`config.mk`:
```
export PLATFORM = sky130hd
export DESIGN_NAME = pulse_sync_arbiter
export DESIGN_NICKNAME = d
export VERILOG_FILES = /design/src/rtl/pulse_sync_pkg.sv /design/src/rtl/pulse_sync_arbiter_rr_arbiter.sv /design/src/rtl/pulse_sync_arbiter.sv
export SDC_FILE = /design/constraint.sdc
export NUM_CORES = 1
export LEC_CHECK = 0
export CORE_ASPECT_RATIO = 0.5
export CORE_MARGIN = 2
export CORE_UTILIZATION = 40
export DETAILED_ROUTE_END_ITERATION = 6
export PLACE_DENSITY = 0.61
export SETUP_SLACK_MARGIN = 0.4
export SLEW_MARGIN = 20
export SYNTH_ARGS = -nofsm -noshare
export SYNTH_HDL_FRONTEND = slang
export SYNTH_SLANG_ARGS = --single-unit
```
`constraint.sdc`:
```
create_clock -name clk -period 2.4 [get_ports clk]
set_input_delay 0.36 -clock clk [delete_from_list [all_inputs] [get_ports clk]]
set_output_delay 0.36 -clock clk [all_outputs]
set_load 0.1 [all_outputs]
```
`src/rtl/pulse_sync_pkg.sv`:
```
// ---------------------------------------------------------------------------
// pulse_sync_pkg
//   Shared definitions for the pulse synchronizer arbiter.
//   - state_t : transfer FSM states (3-bit encoding)
//   - TMO_W   : width of the handshake timeout counter
// ---------------------------------------------------------------------------
package pulse_sync_pkg;

  localparam int TMO_W = 8;

  typedef enum logic [2:0] {
    IDLE      = 3'd0,
    LAUNCH    = 3'd1,
    WAIT_ACK  = 3'd2,
    WAIT_DONE = 3'd3,
    DONE      = 3'd4
  } state_t;

endpackage

```
`src/rtl/pulse_sync_arbiter_rr_arbiter.sv`:
```
// ---------------------------------------------------------------------------
// rr_arbiter
//   Combinational round-robin priority search. Returns the first asserted
//   request at or after ptr, wrapping modulo N_CH.
//   Ports:
//     req     in  N_CH    request vector
//     ptr     in  CHAN_W  highest-priority position (must be < N_CH)
//     gnt_vld out 1       at least one request present
//     gnt_idx out CHAN_W  index of the selected request (0 when none)
// ---------------------------------------------------------------------------
module rr_arbiter #(
  parameter int N_CH   = 4,
  parameter int CHAN_W = $clog2(N_CH)
) (
  input  logic [N_CH-1:0]   req,
  input  logic [CHAN_W-1:0] ptr,
  output logic              gnt_vld,
  output logic [CHAN_W-1:0] gnt_idx
);

  always_comb begin
    int unsigned      pos;
    logic [CHAN_W-1:0] idx;
    gnt_vld = 1'b0;
    gnt_idx = '0;
    pos     = 0;
    idx     = '0;
    // Scan from the farthest offset down to ptr so the closest hit is the
    // one left standing.
    for (int k = N_CH - 1; k >= 0; k--) begin
      pos = int'(ptr) + k;
      if (pos >= N_CH) begin
        pos = pos - N_CH;
      end
      idx = CHAN_W'(pos);
      if (req[idx]) begin
        gnt_vld = 1'b1;
        gnt_idx = idx;
      end
    end
  end

endmodule

```
`src/rtl/pulse_sync_arbiter.sv`:
```
// ---------------------------------------------------------------------------
// pulse_sync_arbiter
//   Shares one fast->slow single-bit pulse synchronizer among N_CH event
//   sources. Event pulses are latched as pending flags, a pending channel is
//   picked round-robin, one pulse is launched and the synchronizer busy flag
//   is followed until the transfer completes (or times out).
//   Ports:
//     clk         in  1       fast-domain clock
//     rst_n       in  1       asynchronous reset, active-low
//     req_pulse   in  N_CH    one-cycle event per channel
//     sync_busy   in  1       synchronizer busy flag
//     sync_pulse  out 1       one-cycle launch into the synchronizer
//     sync_chan   out CHAN_W  channel in flight, changes only on grant
//     done_vld    out 1       one-cycle completion strobe
//     done_chan   out CHAN_W  channel just completed
//     pending     out N_CH    per-channel pending flags
//     overrun     out N_CH    sticky event-while-pending flags
//     ovr_clr     in  N_CH    write-1-to-clear for overrun
//     timeout_err out 1       sticky handshake timeout, cleared by reset only
//     idle        out 1       FSM idle and nothing pending
// ---------------------------------------------------------------------------
module pulse_sync_arbiter
  import pulse_sync_pkg::*;
#(
  parameter  int N_CH    = 4,
  parameter  int TIMEOUT = 255,
  localparam int CHAN_W  = $clog2(N_CH)
) (
  input  logic              clk,
  input  logic              rst_n,
  input  logic [N_CH-1:0]   req_pulse,
  input  logic              sync_busy,
  output logic              sync_pulse,
  output logic [CHAN_W-1:0] sync_chan,
  output logic              done_vld,
  output logic [CHAN_W-1:0] done_chan,
  output logic [N_CH-1:0]   pending,
  output logic [N_CH-1:0]   overrun,
  input  logic [N_CH-1:0]   ovr_clr,
  output logic              timeout_err,
  output logic              idle
);

  state_t            state;
  logic [CHAN_W-1:0] rr_ptr;
  logic [TMO_W-1:0]  tmo_cnt;
  logic              gnt_vld;
  logic [CHAN_W-1:0] gnt_idx;
  logic              grant;
  logic [N_CH-1:0]   gnt_mask;
  logic              tmo_hit;

  rr_arbiter #(
    .N_CH   (N_CH),
    .CHAN_W (CHAN_W)
  ) u_rr_arbiter (
    .req     (pending),
    .ptr     (rr_ptr),
    .gnt_vld (gnt_vld),
    .gnt_idx (gnt_idx)
  );

  assign grant    = (state == IDLE) && gnt_vld;
  assign gnt_mask = grant ? (N_CH'(1) << gnt_idx) : '0;
  assign tmo_hit  = (tmo_cnt == TMO_W'(TIMEOUT));
  assign idle     = (state == IDLE) && (pending == '0);

  // A new event on the grant cycle re-arms the channel; only an event that
  // lands on a still-pending, not-granted channel counts as an overrun.
  // A fresh overrun beats a simultaneous clear.
  always_ff @(posedge clk or negedge rst_n) begin
    if (!rst_n) begin
      pending <= '0;
      overrun <= '0;
    end else begin
      pending <= (pending & ~gnt_mask) | req_pulse;
      overrun <= (overrun & ~ovr_clr) | (req_pulse & pending & ~gnt_mask);
    end
  end

  always_ff @(posedge clk or negedge rst_n) begin
    if (!rst_n) begin
      state       <= IDLE;
      rr_ptr      <= '0;
      tmo_cnt     <= '0;
      sync_pulse  <= 1'b0;
      sync_chan   <= '0;
      done_vld    <= 1'b0;
      done_chan   <= '0;
      timeout_err <= 1'b0;
    end else begin
      sync_pulse <= 1'b0;
      done_vld   <= 1'b0;
      case (state)
        IDLE: begin
          if (gnt_vld) begin
            sync_chan  <= gnt_idx;
            rr_ptr     <= (gnt_idx == CHAN_W'(N_CH - 1)) ? '0 : gnt_idx + 1'b1;
            sync_pulse <= 1'b1;
            state      <= LAUNCH;
          end
        end
        LAUNCH: begin
          tmo_cnt <= '0;
          state   <= WAIT_ACK;
        end
        // The timeout budget spans both wait states; an abort drops the
        // transfer without a completion strobe.
        WAIT_ACK: begin
          if (tmo_hit) begin
            timeout_err <= 1'b1;
            state       <= IDLE;
          end else begin
            tmo_cnt <= tmo_cnt + 1'b1;
            if (sync_busy) begin
              state <= WAIT_DONE;
            end
          end
        end
        WAIT_DONE: begin
          if (tmo_hit) begin
            timeout_err <= 1'b1;
            state       <= IDLE;
          end else begin
            tmo_cnt <= tmo_cnt + 1'b1;
            if (!sync_busy) begin
              done_vld  <= 1'b1;
              done_chan <= sync_chan;
              state     <= DONE;
            end
          end
        end
        DONE: begin
          state <= IDLE;
        end
        default: begin
          state <= IDLE;
        end
      endcase
    end
  end

endmodule

```
==> impl_metrics.csv <==
group,metric,value,unit
timing,rsz0062_at_grt,"yes",
synth,yosys-mux-area-fraction,8.26,%
pwr,cellLeakagePower,0.000844,µW
worst_setup_path,critical_path.n_buffers_inverters,1,
synth,combinational_family_with_the_most_area_after_synthesis,"simple AND/OR/NAND/NOR gates",
clocking,tritoncts.num_buffers,3,
die,die_width,89.7,µm
layout,final_cells,215,
timing,timing.clock.skew,0.00268,ns
synth,yosysTopAreaCell,"dfrtp_1",
synth,synth_async_sr_flop_share,100,%
synth,netlist_top_cells_area,"dfrtp_1 (48%), mux2_4 (6.1%), ha_1 (4.3%), nand2_1 (3.8%), inv_1 (3.1%)",
die,coreArea,3470,µm²
synth,synth_warnings,0,
placement,weighted_congestion_at_the_end_of_routability_driven_global_placement,0.777,
timing,finalHoldViolCount,0,
clocking,clock_tree.root_cell,"clkbuf_8",
layout,final_layout_fill_cell_count,321,
die,initial_core_util,42.3,%
layout,layout.core_utilization,53.1,%
worst_setup_path,worstPathMaxFanout,7,
routing,detail_route.wirelength,2.83,mm
synth,post_synth_instance_area,1470,µm²
synth,share_of_synthesized_area_occupied_by_flip_flops_and_latches,47.7,%
placement,numPlacedInstances,211,
clocking,ctsHtreeMaxLevel,1,
synth,syn-instance-count,134,
worst_setup_path,worstSetupPathType,"reg -> out",
grt,global_route.overflow_total,0,
worst_setup_path,worst_ep_arrival_time,1.57,ns
clocking,clk_latency,0.28,ns
routing,drt_iter0_drc,24,
routing,route.detailed.drc,0,
synth,post-synth-top-area-fraction,47.7,%
synth,synth_edf_count,0,
grt,initial_antenna_violation_count,0,
grt,via_count_of_the_first_global_routing_pass,1026,
synth,unique_cell_type_count_in_the_yosys_netlist,43,
layout,post_route_cells_drive_above_1_share,27.4,%
timing,totalNegativeSetupSlack,0,ns
hold_path,timing.hold.worst.class,"in -> async",
run_status,run_status,"finished clean",
worst_setup_path,cp_slowest_stage_delay,0.48,ns
die,fp.dieArea,4210,µm²
routing,first_pass_iters,4,
synth,synth_nets,150,
worst_setup_path,crit_path_cell_trace,"nor4_4 > and2_4 > buf_12",
worst_setup_path,critPathSlowestCell,"dfrtp_2",
worst_setup_path,gate_family_responsible_for_the_most_delay_along_the_worst_path,"simple AND/OR/NAND/NOR gates",
clocking,cts.clk_slew.worst_paths,0.10,ns
timing,relSlewSlack,66.4,%
timing,max_slew.worst_pin.slew,0.502,ns
grt,grt_pass1_wl,4.84,mm
timing,slew_violations,0,
die,io_pins,27,
clocking,cts_tree,"done",
pwr,pwr_density_cell,1470,nW/µm²
timing,period_needed,1.93,ns
placement,io_buffer_count,26,
grt,gr-usage-all-layers,14.8,%
timing,finalSetupViolCount,0,
timing,timing.hold.ws,0.447,ns
timing,finalCritPeriodShare,80.5,%
timing,fmaxAchievable,517,MHz
layout,area.growth.synth_to_final,25.4,%
worst_setup_path,timing.critical_path.from_type,"register",
layout,final_nets,181,
flow_run,drv.max_cap_violation_count,0,
synth,synth-adder-area-share,4.26,%
synth,postSynthAreaPerCell,11.0,µm²
pwr,ir_drop,0.671,mV
routing,antenna_viol_nets_final,0,
synth,ys.flop_type,"dfrtp_1",
routing,vias,1042,
worst_setup_path,critical_path_required,2.04,ns
synth,synth_compound_gate_area_share,10.4,%
clocking,postCtsResizedCells,0,
clocking,cts.repair_timing.setup_buffer_count,0,
clocking,clock_path_buffers,2,
grt,grt_start_max_net_pins,29,
routing,via_per_inst,4.85,
worst_setup_path,worstSetupEndpointType,"primary output",
routing,routed_wire_length_per_instance,13.2,µm
synth,ys_ff_latch,28,
layout,final_common_cell,"dfrtp_1",
synth,synthXorXnorAreaFrac,0.596,%
placement,place.detailed.hpwl,2.03,mm
clocking,cts_hold_buf,0,
synth,synth_simple_gate_area_share,24.9,%
pwr,finalPower,2700,µW
layout,antenna_cells_inserted,0,
die,fp.dieH,46.9,µm
die,fp-row-count,15,
clocking,cts_num_sinks,28,
layout,commonest_non_fill_non_tap_cells_in_the_layout,"dfrtp_1 (24), buf_4 (17), nand2_1 (15), inv_1 (12)",
[state kept, by name (all words and copies together) (netlist names)]
signal,flops
tmo_cnt,8
overrun,4
pending,4
state,3
done_chan,2
rr_ptr,2
sync_chan,2
done_vld,1
sync_pulse,1
timeout_err,1
[worst register-to-register path, cell delays in order (launching register included)]
cell and delay [ns]:
dfrtp_1 0.50, mux2i_1 0.23, nor2_1 0.09, a311oi_4 0.38
ha_1 0.30, mux2_4 0.26
[layer usage]
layer	wire length, µm	vias to the layer above	share of wire, %	GRT usage [%]
met4	0	0	0	3.69
met2	1330	12	47	27.0
li1	-	523	-	-
met5	0	-	0	0
met1	1450	507	51	18.9
met3	50	0	1.8	3.37
[synth_stat cells, drive strengths merged (3+ instances only)]
master	n
o22ai	3
ha	5
dfrtp	28
inv	12
nand3	5
mux2	7
nand2	15
nor4	3
nor3b	3
o21bai	3
o21ai	3
nor3	5
a21oi	7
nor2	12
[layout make-up]
type                    instances  area, µm²  area share (%)
multi-input cells              92        726            39.4
inverters                      12       45.0            2.44
clock buffers                   4       55.1            2.99
well taps                      51       63.8            3.46
flip-flops and latches         28        706            38.3
repair buffers                 28        248            13.4
[through the flow]
stage / instance area, µm² / worst slack [ns]
2_1_floorplan: 1480 / 0.498
3_3_place_gp: 1780 / 0.645
3_5_place_dp: 1780 / 0.582
4_1_cts: 1830 / 0.451
5_1_grt: 1840 / 0.400
6_report: 1840 / 0.467
[power breakdown]
group	leakage, µW	total (µW)	switching, µW	internal, µW
Combinational	0.000484	1550	1040	510
Clock	0.0000288	301	154	147
Sequential	0.000332	851	208	643
Total	0.000844	2700	1400	1300
[path summary, 6_finish.rpt]
check / end / cells past startpoint / startpoint / slack, ns
max: idle / 3 / pending[0] / 0.47
max in group asynchronous: pending[3] / 2 / rst_n / 1.67
max reg2reg: rr_ptr[1] / 5 / rr_ptr[1] / 0.54
min in group clk: timeout_err / 1 / timeout_err / 0.50
min reg2reg: timeout_err / 1 / timeout_err / 0.50
min: pending[0] / 2 / rst_n / 0.45
[logic make-up (layout without fill, tap and decap cells)]
group | after synthesis | in the layout
xor+xnor | 1 | 1
flops | 28 | 28
compound gates | 22 | 22
simple gates | 55 | 55
fa+ha+maj | 5 | 5
mux | 9 | 9
buf+inv | 14 | 44
No activity file was read; power rests on OpenSTA's default activity.
